--- config.mk ---
export PLATFORM = sky130hd
export DESIGN_NAME = udp_rx_flat
export DESIGN_NICKNAME = d
export VERILOG_FILES = /design/src/rtl/udp_rx_pkg.sv /design/src/rtl/udp_rx_if.sv /design/src/rtl/udp_rx_crc32.sv /design/src/rtl/udp_rx.sv /design/src/flat_wrapper.sv
export SDC_FILE = /design/constraint.sdc
export NUM_CORES = 1
export LEC_CHECK = 0
export ABC_AREA = 0
export BUFFER_PORTS_ARGS = -buffer_cell sky130_fd_sc_hd__buf_4
export CORE_UTILIZATION = 60
export CTS_BUF_LIST = sky130_fd_sc_hd__clkbuf_8
export CTS_CLUSTER_SIZE = 30
export DETAILED_ROUTE_END_ITERATION = 10
export GPL_ROUTABILITY_DRIVEN = 0
export PLACE_DENSITY = 0.92
export SLEW_MARGIN = 10
export SYNTH_ARGS = -nofsm -noshare
export SYNTH_HDL_FRONTEND = slang
export SYNTH_SLANG_ARGS = --single-unit
--- constraint.sdc ---
create_clock -name eth_rxc -period 8.24 [get_ports eth_rxc]
set_input_delay 0.412 -clock eth_rxc [delete_from_list [all_inputs] [get_ports eth_rxc]]
set_output_delay 0.412 -clock eth_rxc [all_outputs]
set_load 0.01 [all_outputs]
--- src/rtl/udp_rx_pkg.sv ---
// ============================================================================
// Module   : udp_rx_pkg
// Purpose  : Shared state encoding, protocol constants and CRC-32 byte step.
// Revision : 1.0 - initial release
// ============================================================================
`default_nettype none

package udp_rx_pkg;

    typedef enum logic [2:0] {
        ST_IDLE     = 3'd0,
        ST_PREAMBLE = 3'd1,
        ST_ETH_HDR  = 3'd2,
        ST_IP_HDR   = 3'd3,
        ST_UDP_HDR  = 3'd4,
        ST_DATA     = 3'd5,
        ST_TAIL     = 3'd6,
        ST_DROP     = 3'd7
    } state_t;

    localparam logic [7:0]  PREAMBLE_BYTE = 8'h55;
    localparam logic [7:0]  SFD_BYTE      = 8'hD5;
    localparam logic [15:0] ETH_TYPE_IPV4 = 16'h0800;
    localparam logic [7:0]  IP_VER_IHL    = 8'h45;
    localparam logic [7:0]  IP_PROTO_UDP  = 8'd17;
    localparam logic [15:0] UDP_HDR_LEN   = 16'd8;
    localparam logic [31:0] CRC_RESIDUE   = 32'hC704DD7B;

    // MSB-first register fed LSB-first per byte, i.e. the reflected-input CRC-32.
    function automatic logic [31:0] crc32_d8_next(input logic [31:0] crc, input logic [7:0] d);
        logic [31:0] c;
        c = crc;
        for (int i = 0; i < 8; i++) begin
            if (c[31] ^ d[i]) c = {c[30:0], 1'b0} ^ 32'h04C11DB7;
            else              c = {c[30:0], 1'b0};
        end
        return c;
    endfunction

endpackage

`default_nettype wire

--- src/rtl/udp_rx_if.sv ---
// ============================================================================
// Module   : udp_rx_if
// Purpose  : Byte stream in from the GMII capture stage, UDP payload stream out.
// Revision : 1.0 - initial release
// ============================================================================
`default_nettype none

interface udp_rx_if;
    logic [7:0]  rx_databyte;
    logic        rx_databyte_en;
    logic [7:0]  rx_data;
    logic        rx_data_en;
    logic [15:0] rx_byte_num;
    logic [47:0] rx_src_mac;
    logic [31:0] rx_src_ip;
    logic [15:0] rx_src_port;
    logic        rx_done;
    logic        rx_err;

    modport slave (
        input  rx_databyte, rx_databyte_en,
        output rx_data, rx_data_en, rx_byte_num, rx_src_mac, rx_src_ip,
               rx_src_port, rx_done, rx_err
    );

    modport master (
        output rx_databyte, rx_databyte_en,
        input  rx_data, rx_data_en, rx_byte_num, rx_src_mac, rx_src_ip,
               rx_src_port, rx_done, rx_err
    );
endinterface

`default_nettype wire

--- src/rtl/udp_rx_crc32.sv ---
// ============================================================================
// Module   : crc32_d8
// Purpose  : Byte-wide CRC-32 accumulator; built only when UDP_RX_CRC_EN is defined.
// Revision : 1.0 - initial release
// ============================================================================
`default_nettype none

`ifdef UDP_RX_CRC_EN
module crc32_d8
    import udp_rx_pkg::*;
(
    input  wire         clk,
    input  wire         rst,
    input  wire         i_clr,
    input  wire         i_en,
    input  wire  [7:0]  i_data,
    output logic [31:0] o_crc
);

    logic [31:0] r_crc;

    always_ff @(posedge clk) begin
        if (rst || i_clr) begin
            r_crc <= 32'hFFFF_FFFF;
        end else if (i_en) begin
            r_crc <= crc32_d8_next(r_crc, i_data);
        end
    end

    assign o_crc = r_crc;

endmodule
`endif

`default_nettype wire

--- src/rtl/udp_rx.sv ---
// ============================================================================
// Module   : udp_rx
// Purpose  : GMII-side Ethernet/IPv4/UDP receive filter and payload extractor.
//            Define UDP_RX_CRC_EN to check the FCS before signalling rx_done.
// Revision : 1.0 - initial release
// ============================================================================
`default_nettype none

module udp_rx
    import udp_rx_pkg::*;
#(
    parameter logic [47:0] LOCAL_MAC  = 48'h00_11_22_33_44_55,
    parameter logic [31:0] LOCAL_IP   = 32'hC0_A8_00_64,
    parameter logic [15:0] LOCAL_PORT = 16'd1234
)
(
    input  wire      eth_rxc,
    input  wire      rst,
    udp_rx_if.slave  rx_if
);

    logic [7:0]  w_byte;
    logic        w_en;
    logic [47:0] w_dst_mac;
    logic [31:0] w_field32;
    logic [15:0] w_field16;
    logic        w_crc_ok;

    state_t      r_state;
    logic [5:0]  r_cnt;
    logic [15:0] r_data_cnt;
    logic        r_en_d;
    logic [39:0] r_shift;
    logic [47:0] r_smac_t;
    logic [31:0] r_sip_t;
    logic [15:0] r_sport_t;
    logic [15:0] r_len_t;

    logic [7:0]  r_rx_data;
    logic        r_rx_data_en;
    logic [15:0] r_rx_byte_num;
    logic [47:0] r_rx_src_mac;
    logic [31:0] r_rx_src_ip;
    logic [15:0] r_rx_src_port;
    logic        r_rx_done;
    logic        r_rx_err;

    assign w_byte    = rx_if.rx_databyte;
    assign w_en      = rx_if.rx_databyte_en;
    // Multi-byte fields are checked on their last byte, joined with the history.
    assign w_dst_mac = {r_shift[39:0], w_byte};
    assign w_field32 = {r_shift[23:0], w_byte};
    assign w_field16 = {r_shift[7:0],  w_byte};

`ifdef UDP_RX_CRC_EN
    logic        w_crc_clr;
    logic        w_crc_en;
    logic [31:0] w_crc;

    assign w_crc_clr = (r_state == ST_PREAMBLE) && w_en && (w_byte == SFD_BYTE);
    assign w_crc_en  = w_en && (r_state inside {ST_ETH_HDR, ST_IP_HDR, ST_UDP_HDR,
                                                ST_DATA, ST_TAIL});

    crc32_d8 u_crc32 (
        .clk    (eth_rxc),
        .rst    (rst),
        .i_clr  (w_crc_clr),
        .i_en   (w_crc_en),
        .i_data (w_byte),
        .o_crc  (w_crc)
    );

    assign w_crc_ok = (w_crc == CRC_RESIDUE);
`else
    assign w_crc_ok = 1'b1;
`endif

    always_ff @(posedge eth_rxc) begin
        if (rst) begin
            r_state       <= ST_IDLE;
            r_cnt         <= '0;
            r_data_cnt    <= '0;
            r_en_d        <= 1'b1;
            r_shift       <= '0;
            r_smac_t      <= '0;
            r_sip_t       <= '0;
            r_sport_t     <= '0;
            r_len_t       <= '0;
            r_rx_data     <= '0;
            r_rx_data_en  <= 1'b0;
            r_rx_byte_num <= '0;
            r_rx_src_mac  <= '0;
            r_rx_src_ip   <= '0;
            r_rx_src_port <= '0;
            r_rx_done     <= 1'b0;
            r_rx_err      <= 1'b0;
        end else begin
            r_en_d       <= w_en;
            r_rx_data_en <= 1'b0;
            r_rx_done    <= 1'b0;
            r_rx_err     <= 1'b0;
            if (w_en) r_shift <= {r_shift[31:0], w_byte};

            case (r_state)
                ST_IDLE: begin
                    if (w_en && !r_en_d && (w_byte == PREAMBLE_BYTE)) begin
                        r_state <= ST_PREAMBLE;
                        r_cnt   <= 6'd1;
                    end
                end

                ST_PREAMBLE: begin
                    if (!w_en) begin
                        r_state <= ST_IDLE;
                    end else if ((w_byte == PREAMBLE_BYTE) && (r_cnt < 6'd7)) begin
                        r_cnt <= r_cnt + 6'd1;
                    end else if ((w_byte == SFD_BYTE) && (r_cnt == 6'd7)) begin
                        r_state <= ST_ETH_HDR;
                        r_cnt   <= '0;
                    end else begin
                        r_state <= ST_DROP;
                    end
                end

                ST_ETH_HDR: begin
                    if (!w_en) begin
                        r_state <= ST_IDLE;
                    end else begin
                        r_cnt <= r_cnt + 6'd1;
                        case (r_cnt)
                            6'd5: if ((w_dst_mac != LOCAL_MAC) && (w_dst_mac != 48'hFFFF_FFFF_FFFF))
                                      r_state <= ST_DROP;
                            6'd11: r_smac_t <= w_dst_mac;
                            6'd13: begin
                                if (w_field16 != ETH_TYPE_IPV4) begin
                                    r_state <= ST_DROP;
                                end else begin
                                    r_state <= ST_IP_HDR;
                                    r_cnt   <= '0;
                                end
                            end
                            default: ;
                        endcase
                    end
                end

                ST_IP_HDR: begin
                    if (!w_en) begin
                        r_state <= ST_IDLE;
                    end else begin
                        r_cnt <= r_cnt + 6'd1;
                        case (r_cnt)
                            6'd0:  if (w_byte != IP_VER_IHL)   r_state <= ST_DROP;
                            6'd9:  if (w_byte != IP_PROTO_UDP) r_state <= ST_DROP;
                            6'd15: r_sip_t <= w_field32;
                            6'd19: begin
                                if (w_field32 != LOCAL_IP) begin
                                    r_state <= ST_DROP;
                                end else begin
                                    r_state <= ST_UDP_HDR;
                                    r_cnt   <= '0;
                                end
                            end
                            default: ;
                        endcase
                    end
                end

                ST_UDP_HDR: begin
                    if (!w_en) begin
                        r_state <= ST_IDLE;
                    end else begin
                        r_cnt <= r_cnt + 6'd1;
                        case (r_cnt)
                            6'd1: r_sport_t <= w_field16;
                            6'd3: if (w_field16 != LOCAL_PORT) r_state <= ST_DROP;
                            6'd5: begin
                                r_len_t <= w_field16;
                                if (w_field16 < UDP_HDR_LEN) r_state <= ST_DROP;
                            end
                            6'd7: begin
                                r_rx_byte_num <= r_len_t - UDP_HDR_LEN;
                                r_rx_src_mac  <= r_smac_t;
                                r_rx_src_ip   <= r_sip_t;
                                r_rx_src_port <= r_sport_t;
                                r_data_cnt    <= '0;
                                r_state       <= (r_len_t == UDP_HDR_LEN) ? ST_TAIL : ST_DATA;
                            end
                            default: ;
                        endcase
                    end
                end

                ST_DATA: begin
                    if (!w_en) begin
                        r_rx_err <= 1'b1;
                        r_state  <= ST_IDLE;
                    end else begin
                        r_rx_data    <= w_byte;
                        r_rx_data_en <= 1'b1;
                        r_data_cnt   <= r_data_cnt + 16'd1;
                        if (r_data_cnt == (r_rx_byte_num - 16'd1)) r_state <= ST_TAIL;
                    end
                end

                ST_TAIL: begin
                    // Padding and FCS are swallowed; the verdict comes when en falls.
                    if (!w_en) begin
                        r_rx_done <= w_crc_ok;
                        r_rx_err  <= !w_crc_ok;
                        r_state   <= ST_IDLE;
                    end
                end

                ST_DROP: begin
                    if (!w_en) r_state <= ST_IDLE;
                end

                default: r_state <= ST_IDLE;
            endcase
        end
    end

    assign rx_if.rx_data     = r_rx_data;
    assign rx_if.rx_data_en  = r_rx_data_en;
    assign rx_if.rx_byte_num = r_rx_byte_num;
    assign rx_if.rx_src_mac  = r_rx_src_mac;
    assign rx_if.rx_src_ip   = r_rx_src_ip;
    assign rx_if.rx_src_port = r_rx_src_port;
    assign rx_if.rx_done     = r_rx_done;
    assign rx_if.rx_err      = r_rx_err;

endmodule

`default_nettype wire

--- src/flat_wrapper.sv ---
// flat-port wrapper written by rule: the top's interface ports become plain ports
module udp_rx_flat import udp_rx_pkg::*;
#(
    parameter logic [47:0] LOCAL_MAC  = 48'h00_11_22_33_44_55,
    parameter logic [31:0] LOCAL_IP   = 32'hC0_A8_00_64,
    parameter logic [15:0] LOCAL_PORT = 16'd1234
)
  (eth_rxc, rst, rx_if_rx_databyte, rx_if_rx_databyte_en, rx_if_rx_data, rx_if_rx_data_en, rx_if_rx_byte_num, rx_if_rx_src_mac, rx_if_rx_src_ip, rx_if_rx_src_port, rx_if_rx_done, rx_if_rx_err);
  udp_rx_if rx_if_i ();
  input  wire eth_rxc;
  input  wire rst;
  input wire logic [$bits(rx_if_i.rx_databyte)-1:0] rx_if_rx_databyte;
  input wire logic [$bits(rx_if_i.rx_databyte_en)-1:0] rx_if_rx_databyte_en;
  output wire logic [$bits(rx_if_i.rx_data)-1:0] rx_if_rx_data;
  output wire logic [$bits(rx_if_i.rx_data_en)-1:0] rx_if_rx_data_en;
  output wire logic [$bits(rx_if_i.rx_byte_num)-1:0] rx_if_rx_byte_num;
  output wire logic [$bits(rx_if_i.rx_src_mac)-1:0] rx_if_rx_src_mac;
  output wire logic [$bits(rx_if_i.rx_src_ip)-1:0] rx_if_rx_src_ip;
  output wire logic [$bits(rx_if_i.rx_src_port)-1:0] rx_if_rx_src_port;
  output wire logic [$bits(rx_if_i.rx_done)-1:0] rx_if_rx_done;
  output wire logic [$bits(rx_if_i.rx_err)-1:0] rx_if_rx_err;
  assign rx_if_i.rx_databyte = rx_if_rx_databyte;
  assign rx_if_i.rx_databyte_en = rx_if_rx_databyte_en;
  assign rx_if_rx_data = rx_if_i.rx_data;
  assign rx_if_rx_data_en = rx_if_i.rx_data_en;
  assign rx_if_rx_byte_num = rx_if_i.rx_byte_num;
  assign rx_if_rx_src_mac = rx_if_i.rx_src_mac;
  assign rx_if_rx_src_ip = rx_if_i.rx_src_ip;
  assign rx_if_rx_src_port = rx_if_i.rx_src_port;
  assign rx_if_rx_done = rx_if_i.rx_done;
  assign rx_if_rx_err = rx_if_i.rx_err;
  udp_rx #(.LOCAL_MAC(LOCAL_MAC), .LOCAL_IP(LOCAL_IP), .LOCAL_PORT(LOCAL_PORT)) u_core (.eth_rxc(eth_rxc), .rst(rst), .rx_if(rx_if_i));
endmodule
## Yosys cells after proc, flatten, opt, wreduce, memory -nomap -nowiden

Cells that the tools add are included.

- Reductions and logical operators: 22
- Multiply operators: 0
- Order comparisons: 2
- Div/mod/pow operators: 0
- Multiplexer cells: 40
- Bitwise gates (word level): 2
- Shift-type cells: 0
- Add/subtract/negate cells: 4
- Eq/ne operators: 46

Operator list:

| kind | count |
|---|---|
| $mux W6 | 11 |
| $mux W16 | 3 |
| $mux W3 | 16 |
| $ne A48 B37 Y1 const B | 1 |
| $ne A48 B48 Y1 const B | 1 |
| $ne A32 B32 Y1 const B | 1 |
| $pmux W16 S2 | 1 |
| $pmux W6 S5 | 1 |
| $eq A6 B4 Y1 const B | 4 |
| $pmux W3 S7 | 1 |
| $ne A4 B3 Y1 const B | 5 |
| $pmux W3 S3 | 2 |
| $add A16 B1 Y16 const B | 1 |
| $eq A16 B16 Y1 | 1 |
| $eq A16 B4 Y1 const B | 1 |
| $lt A16 B4 Y1 const B | 1 |
| $ne A16 B11 Y1 const B | 1 |
| $ne A16 B12 Y1 const B | 1 |
| $sub A16 B1 Y16 const B | 1 |
| $sub A16 B4 Y16 const B | 1 |
| $reduce_and A3 Y1 | 5 |
| $eq A3 B3 Y1 const B | 4 |
| $eq A6 B3 Y1 const B | 2 |
| $ne A2 B2 Y1 const B | 6 |
| other kinds (33) | 44 |

- Register bits after elaboration: 301
- Word-level logic and storage cells: 133
- Memories: 0
- RAM bits: 0
- Latch bits: 0
- Memory bits (read-only): 0
- Input bits: 11

## Depth between registers and ports, before layout

Gate-level depths: netlist of the first run.

- Depth in word-level cells: 6
- Mapped depth: 11

## Worst setup path after synthesis of the first run

OpenSTA, ideal clock, no wires.

- Path type: register to register
- Start point: register u_core.r_shift[10]
- End point: register u_core.r_state[1]
- Arrival time: 2.537 ns
- Path buffers: 0
- Data required time: 8.103 ns
- Stages on the path, launching flop included: 9
- Period minus slack after synthesis: 2.674 ns
- Library setup time: 0.137 ns
- Setup slack: 5.566 ns
- Path through: dfxtp_1 or4_1 or4_1 or4_1 a2111o_1 o211ai_2 or2_4 o21a_1 a311oi_2

- Word-level cells in the longest chain between the ends: 5
- Elaborated cells between the ends (all ways): 10
- Those cells by class: eq/ne (4); mux (4); reduce/logical (2)

Ends and longest elaborated chain:

| what | RTL line | source |
|---|---|---|
| start: declaration | udp_rx.sv:33 | `logic [39:0] r_shift;` |
| start signal: assignment | udp_rx.sv:102 | `if (w_en) r_shift <= {r_shift[31:0], w_byte};` |
| $ne A32 B32 Y1 | udp_rx.sv:157 | `if (w_field32 != LOCAL_IP) begin` |
| $mux W2 | udp_rx.sv:157 |  |
| $pmux W3 S3 | udp_rx.sv:152 | `case (r_cnt)` |
| $mux W3 | udp_rx.sv:148 | `if (!w_en) begin` |
| $pmux W3 S7 | udp_rx.sv:104 | `case (r_state)` |
| end signal: assignment | udp_rx.sv:187 | `r_state <= (r_len_t == UDP_HDR_LEN) ? ST_TAIL : ST_DATA;` |
| end: declaration | udp_rx.sv:29 | `state_t r_state;` |

Parallel ways exist; a longest one is shown, timed or not.
A chain may end at the register's enable or synchronous reset.

## Final worst setup path of the first run

- Start point: register u_core.r_state[2]
- End point: register u_core.r_data_cnt[0]

- Word-level cells in the longest chain between the ends: 3
- Elaborated cells between the ends (all ways): 8
- Those cells by class: eq/ne (5); mux (1); reduce/logical (2)

Ends and longest elaborated chain:

| what | RTL line | source |
|---|---|---|
| $eq A3 B3 Y1 | udp_rx.sv:104 |  |
| $ne A2 B1 Y1 (no source line) (tied with other cells) | n/a |  |
| $reduce_and A4 Y1 (no source line) | n/a |  |
| end signal: assignment | udp_rx.sv:201 | `r_data_cnt <= r_data_cnt + 16'd1;` |
| end: declaration | udp_rx.sv:31 | `logic [15:0] r_data_cnt;` |

Parallel ways exist; a longest one is shown, timed or not.

==> summary.txt, run 1 <==
Run status
  – Status: complete, no violations

Clocking
  – Worst-skew pair later-pin latency: 0.57 ns
  – H-tree lvl count: 2
  – Post_cts resized: 0
  – CTS Root Cell: clkbuf_8
  – Num Clock Sinks: 301
  – Num CTS Buffers: 47
  – Setup Fix Bufs, Post-CTS: 0
  – Cts hold-fix bufs: 0
  – Clock tree buffer depth: 3
  – Clk slew on worst S/H paths: 0.06 ns
  – CTS tree: done

Final layout
  – Fillers: 1,390
  – Design Area, Final: 14,200 um^2
  – Fin cells: 1,859
  – P&R area growth vs syn: 16.3%
  – Number of inserted diodes: 0
  – Nets: 1,579
  – Share of cells above drive strength 1: 14.6%

Yosys
  – Fraction of registers with async set or reset after synthesis: 0%
  – FF+latch count, synth: 301
  – Main combinational cell family by area after synthesis: simple AND/OR/NAND/NOR gates
  – Multiplexer share of the synthesized area: 7.64%
  – Post-synth EDFFs: 0
  – Synthesized area: 12,200 um^2
  – Most frequent cells after synthesis: nand2_1 (380), dfxtp_1 (301), a21oi_1 (186)
  – Post-synth top area share: 49.4%
  – Most frequent cell after synthesis: nand2_1
  – Top post-synthesis cells by area: dfxtp_1 (49%), nand2_1 (12%), a21oi_1 (7.6%)
  – Unique cell type count in the Yosys netlist: 66
  – Post-synth top area cell: dfxtp_1
  – Top_reg_cell synth: dfxtp_1
  – Seq/Total Area, Yosys: 49.4%
  – Syn Nets: 1,504
  – Synth Area in XOR/XNOR: 2.94%
  – Synth Area in Compound Gates: 11.3%
  – Adder-cell share of the synthesized area: 0.616%
  – Cells after synthesis: 1,487
  – Synth Area in Simple Gates: 24.0%
  – YS warnings: 0
  – Avg Synthesized Cell Area: 8.20 um^2

Place
  – Detailed placer's ending HPWL: 20,000 um
  – Number of buffers added on ports: 133
  – Pre-CTS setup slack: 4.63 ns
  – Post-place instance area: 13,200 um^2
  – Inst Count DP: 1,778

Timing
  – Slew Limit Fails: 0
  – Endpoints failing setup: 0
  – Unrepaired setup endpoints after global routing: false
  – Total negative slack: 0 ns
  – Relative slew slack: 23.3%
  – Fin Clk Skew: 0.0300 ns
  – Final Critical Period: 3.32 ns
  – Setup slack after layout: 4.92 ns
  – Slew @ Worst Pin: 1.15 ns
  – Period utilization: 40.3%
  – FMAX: 301 MHz
  – Final hold vios: 0

Hold path
  – Worst Hold End: u_core.rx_if.rx_data[1]
  – Worst hold path type: in2reg
  – Hold Crit Depth: 3
  – Hold_sp: rx_if_rx_databyte[1]

Detailed routing
  – Post-route DRC: 0
  – Vias/cell: 5.92
  – Vias: 11,000
  – DR pass1 iterations: 5
  – DRT Wirelength: 32,000 um
  – Routed Antenna Nets: 0
  – Iteration-0 DRC Markers: 1,226
  – Wire length per cell: 17.2 um

Power
  – VDD IR max: 0.112 mV
  – PD cells: 213 nW/um^2
  – Total power: 3.02 mW
  – LEAKAGE: 5.57 nW

Critical path
  – Reg2reg start: u_core.r_state[2]
  – Setup slack, reg-to-reg: 4.92 ns
  – Crit path arrival time: 3.74 ns
  – Reg2Reg Depth: 6
  – Critical Path Source Type: flop
  – Critical path required time: 8.66 ns
  – RR Endpoint: u_core.r_data_cnt[0]
  – Worst setup EP type: flop
  – CP Max Fanout: 111
  – Crit Path Category: reg2reg

Global routing
  – Vias in the first global route: 10,400
  – GRT Total Usage: 30.6%
  – Grt total ovfl: 0
  – Largest net degree at the start of global routing: 143
  – Initial antenna violation count: 0
  – Global-route wire length before repair: 51,000 um

Floorplan
  – Core Area: 19,700 um^2
  – Die area: 20,900 um^2
  – # IOs: 134
  – Rows: 51
  – Die Span Y: 145 um
  – Die W: 145 um
  – Effective utilization at floorplan: 61.9%

Run
  – MaxCap Viol Count: 0
==> final cells by class <==
type                    count  area, um^2  share of cell area (%)
clock buffers              61         840                    5.92
multi-input cells        1054        5690                    40.1
repair buffers            141        1060                    7.51
well taps                 265         332                    2.34
flip-flops and latches    301        6030                    42.5
inverters                  17        63.8                   0.450
clock inverters            20         171                    1.21
==> placed cells by master, fill, tap and decap left out, drive strengths merged, types with 5 or more instances in the layout <==
master / n
xor2: 21
xnor2: 20
nand3: 25
inv: 27
ha: 6
buf: 140
nor4: 19
dfxtp: 301
nand2b: 7
nand2: 380
nand4: 19
nand4b: 5
a211oi: 13
and3: 5
or3: 6
mux2i: 92
or4: 11
a31oi: 9
a21oi: 186
o21ai: 10
nor2: 141
clkinv: 6
clkbuf: 62
nor3: 23
==> stage by stage <==
| step | util (%) | hold WS (ns) |
|---|---|---|
| floorplan | - | 0.432 |
| global placement | 66.8 | 0.438 |
| detailed placement | 66.8 | 0.444 |
| CTS | 71.9 | 0.156 |
| global route | 71.9 | 0.193 |
| finish | 71.9 | 0.184 |
==> critical path, cell delays in order, from the launching register on <==
cell       delay (ns)
dfxtp_1          0.68
nand4bb_1        0.35
nor3_2           0.73
buf_4            0.95
nor2_1           0.11
a21oi_1          0.20
nor2_1           0.06
==> power by group <==
group          total, mW  switching (mW)  internal (mW)
Sequential          1.50          0.0357           1.47
Combinational      0.189           0.121         0.0674
Clock               1.33           0.569          0.757
Total               3.02           0.726           2.29
==> kinds of logic after synthesis <==
family / count (synthesis)
xor+xnor: 41
buf+inv: 132
compound gates: 245
mux: 93
flops: 301
simple gates: 669
fa+ha+maj: 6
==> worst max-delay path by stage <==
stage / from / to / depth (start not counted)
finish: u_core.r_state[2] / u_core.r_data_cnt[0] / 6
global route: u_core.r_state[2] / u_core.rx_if.rx_byte_num[14] / 5
CTS: u_core.r_cnt[3] / u_core.r_data_cnt[0] / 6
detailed placement: rx_if_rx_databyte_en / u_core.r_data_cnt[0] / 7
global placement: rx_if_rx_databyte_en / u_core.r_data_cnt[0] / 7
floorplan: u_core.r_shift[10] / u_core.r_state[1] / 8
==> per-layer routing <==
| layer | up-vias | part of all wire (%) | GRT usage [%] |
|---|---|---|---|
| met4 | 0 | 3.4 | 14.1 |
| met3 | 122 | 9.0 | 6.82 |
| li1 | 5153 | - | - |
| met2 | 558 | 47 | 50.5 |
| met1 | 5176 | 40 | 38.0 |
| met5 | - | 0 | 0 |
==> state kept, by name, summed over array words and instances, names as in the netlist, 3 cells and up <==
register,count
u_core.r_data_cnt,16
u_core.r_sip_t,32
u_core.r_smac_t,48
u_core.r_shift,40
u_core.rx_if.rx_src_ip,32
u_core.rx_if.rx_src_port,16
u_core.r_sport_t,16
u_core.r_state,3
u_core.rx_if.rx_src_mac,48
u_core.rx_if.rx_byte_num,16
u_core.r_len_t,16
u_core.r_cnt,6
u_core.rx_if.rx_data,8
Note: power is estimated with default switching activity, not from simulation.
==> inputs of run 2 (changes only) <==
==> constraint.sdc (replaced) <==
create_clock -name eth_rxc -period 3.2 [get_ports eth_rxc]
set_input_delay 0.16 -clock eth_rxc [delete_from_list [all_inputs] [get_ports eth_rxc]]
set_output_delay 0.16 -clock eth_rxc [all_outputs]
set_load 0.01 [all_outputs]
==> summary.txt, run 2 (same netlist as run 1, synthesis figures left out) <==
Floorplan
  – Effective utilization at floorplan: 61.9%
  – Rows: 51
  – Core Area: 19,700 um^2
  – Die area: 20,900 um^2
  – Die Span Y: 145 um
  – Die W: 145 um
  – # IOs: 134

Timing
  – Relative slew slack: 27.0%
  – Endpoints failing setup: 0
  – Fin Clk Skew: 0.0338 ns
  – Fin Hold WS: 0.0651 ns
  – Slew @ Worst Pin: 1.10 ns
  – FMAX: 328 MHz
  – Unrepaired setup endpoints after global routing: false
  – Total negative slack: 0 ns
  – Period utilization: 95.2%
  – Final Critical Period: 3.05 ns
  – Slew Limit Fails: 0
  – Setup slack after layout: 0.154 ns
  – Final hold vios: 0

Clocking
  – Clock tree buffer depth: 3
  – CTS Root Cell: clkbuf_8
  – Clk slew on worst S/H paths: 0.07 ns
  – Post_cts resized: 0
  – CTS tree: done
  – Num CTS Buffers: 45
  – H-tree lvl count: 2
  – Num Clock Sinks: 301
  – Worst-skew pair later-pin latency: 0.58 ns

Global routing
  – Vias in the first global route: 10,800
  – Largest net degree at the start of global routing: 168
  – GRT Total Usage: 32.0%
  – Global-route wire length before repair: 53,000 um
  – Grt total ovfl: 0
  – Initial antenna violation count: 1

Detailed routing
  – Vias/cell: 6.02
  – Wire length per cell: 17.7 um
  – Iteration-0 DRC Markers: 1,353
  – DRT Wirelength: 33,200 um
  – DR pass1 iterations: 7
  – Routed Antenna Nets: 0
  – Vias: 11,300
  – Post-route DRC: 0

Critical path
  – Most used cell, CP: or4_1
  – Slowest stage delay, CP: 0.55 ns
  – Crit path to: u_core.r_state[1]
  – Critical Path Source Type: flop
  – Worst setup EP type: flop
  – CP Max Fanout: 6
  – Slowest stage cell, crit path: or4_1
  – Reg2Reg Depth: 8
  – Crit path arrival time: 3.49 ns
  – Critical path required time: 3.65 ns
  – Setup slack, reg-to-reg: 0.15 ns
  – Reg2reg start: u_core.r_shift[10]
  – Worst-path cell chain: or4_1, or4_1, or4_1, a2111o_1, o211ai_2, or2_4, nor2_2, a311oi_2
  – Crit Path Category: reg2reg
  – CP Launch Point: u_core.r_shift[10]
  – RR Endpoint: u_core.r_state[1]

Power
  – Comb power frac: 7.0%
  – Int Pwr: 5.69 mW
  – Power share of the clock group: 42.0%
  – Sequential power share: 51.0%
  – Sw Share: 25.1%
  – Switching power total: 1.90 mW
  – PD cells: 531 nW/um^2
  – VDD IR max: 0.367 mV
  – LEAKAGE: 5.65 nW

Place
  – Number of buffers added on ports: 133
  – Detailed placer's ending HPWL: 20,500 um
  – Pre-CTS setup slack: 0.314 ns

Final layout
  – Nets: 1,596
  – Fillers: 1,326
  – Most common cell after layout, fill and taps aside: nand2_1
  – P&R area growth vs syn: 17.3%
  – Most frequent cells in the layout: nand2_1 (380), dfxtp_1 (301), a21oi_1 (186)
  – Share of cells above drive strength 1: 14.9%

Run status
  – Status: complete, no violations

Run
  – MaxCap Viol Count: 0

Hold path
  – Worst hold path type: in2reg
-- run 2: cell count changes in the layout (fill, tap and decap cells not counted), sizes merged --
cell	before	now
clkbuf	62	59
diode	0	1
dlygate4sd3	0	8
clkinv	6	9
clkinvlp	1	0
buf	140	151
inv	27	30
bufinv	3	1
-- run 2: how the worst min path moves through the flow --
stage	startpoint	to	slack, ns	depth (start not counted)
after global placement	u_core.r_sip_t[12]	u_core.rx_if.rx_src_ip[12]	0.44	2
after CTS	rx_if_rx_databyte_en	u_core.r_shift[19]	0.05	3
after detailed placement	u_core.r_smac_t[28]	u_core.rx_if.rx_src_mac[28]	0.44	2
after floorplan	u_core.r_sip_t[0]	u_core.rx_if.rx_src_ip[0]	0.43	2
final	rx_if_rx_databyte_en	u_core.r_shift[19]	0.07	3
after global routing	rx_if_rx_databyte_en	u_core.r_shift[19]	0.07	3
-- run 2: timing repair --
| item | CTS | global route |
|---|---|---|
| endpoints found under the hold margin | 35 | 0 |
| setup buffers | 0 | 0 |
| setup endpoints to repair | 0 | 0 |
| hold buffers | 8 | 0 |
-- run 2: critical path: cells and delay by family, from the launching register on --
kind	cells	cell delay, ns
compound gates	3	0.79
simple gates	5	1.76
flops	1	0.38
-- run 2: metrics by stage --
stage	util [%]	area [um^2]	total power, mW	instances
6_report	72.5	14300	7.59	1879
5_1_grt	72.5	14300	7.81	1879
4_1_cts	72.5	14300	7.57	1878
3_5_place_dp	67.4	13300	4.43	1789
3_3_place_gp	67.4	13300	4.41	1789
2_1_floorplan	-	12200	4.30	1487
-- run 2: power by group through the flow --
stage | logic [mW] | registers, mW | clock network [mW]
after global placement | 0.475 | 3.94 | 0
after detailed placement | 0.492 | 3.94 | 0
after CTS | 0.508 | 3.86 | 3.20
after global routing | 0.566 | 3.86 | 3.38
after floorplan | 0.415 | 3.88 | 0
final | 0.532 | 3.87 | 3.19
-- run 2: metal layers --
metal,vias to the layer above,global-route usage [%],share of wire (%)
met3,183,7.55,9.4
met5,-,0,0
li1,5190,-,-
met1,5282,38.9,39
met2,660,52.7,47
met4,0,16.3,4.8
-- run 2: cell type report --
type / count / area (um^2) / area share (%)
Antenna cell: 1 / 2.50 / 0.0175
Sequential cell: 301 / 6030 / 42.1
Tap cell: 265 / 332 / 2.32
Multi-Input combinational cell: 1054 / 5690 / 39.8
Clock buffer: 58 / 798 / 5.58
Clock inverter: 23 / 139 / 0.971
Inverter: 17 / 63.8 / 0.446
Timing Repair Buffer: 160 / 1250 / 8.76
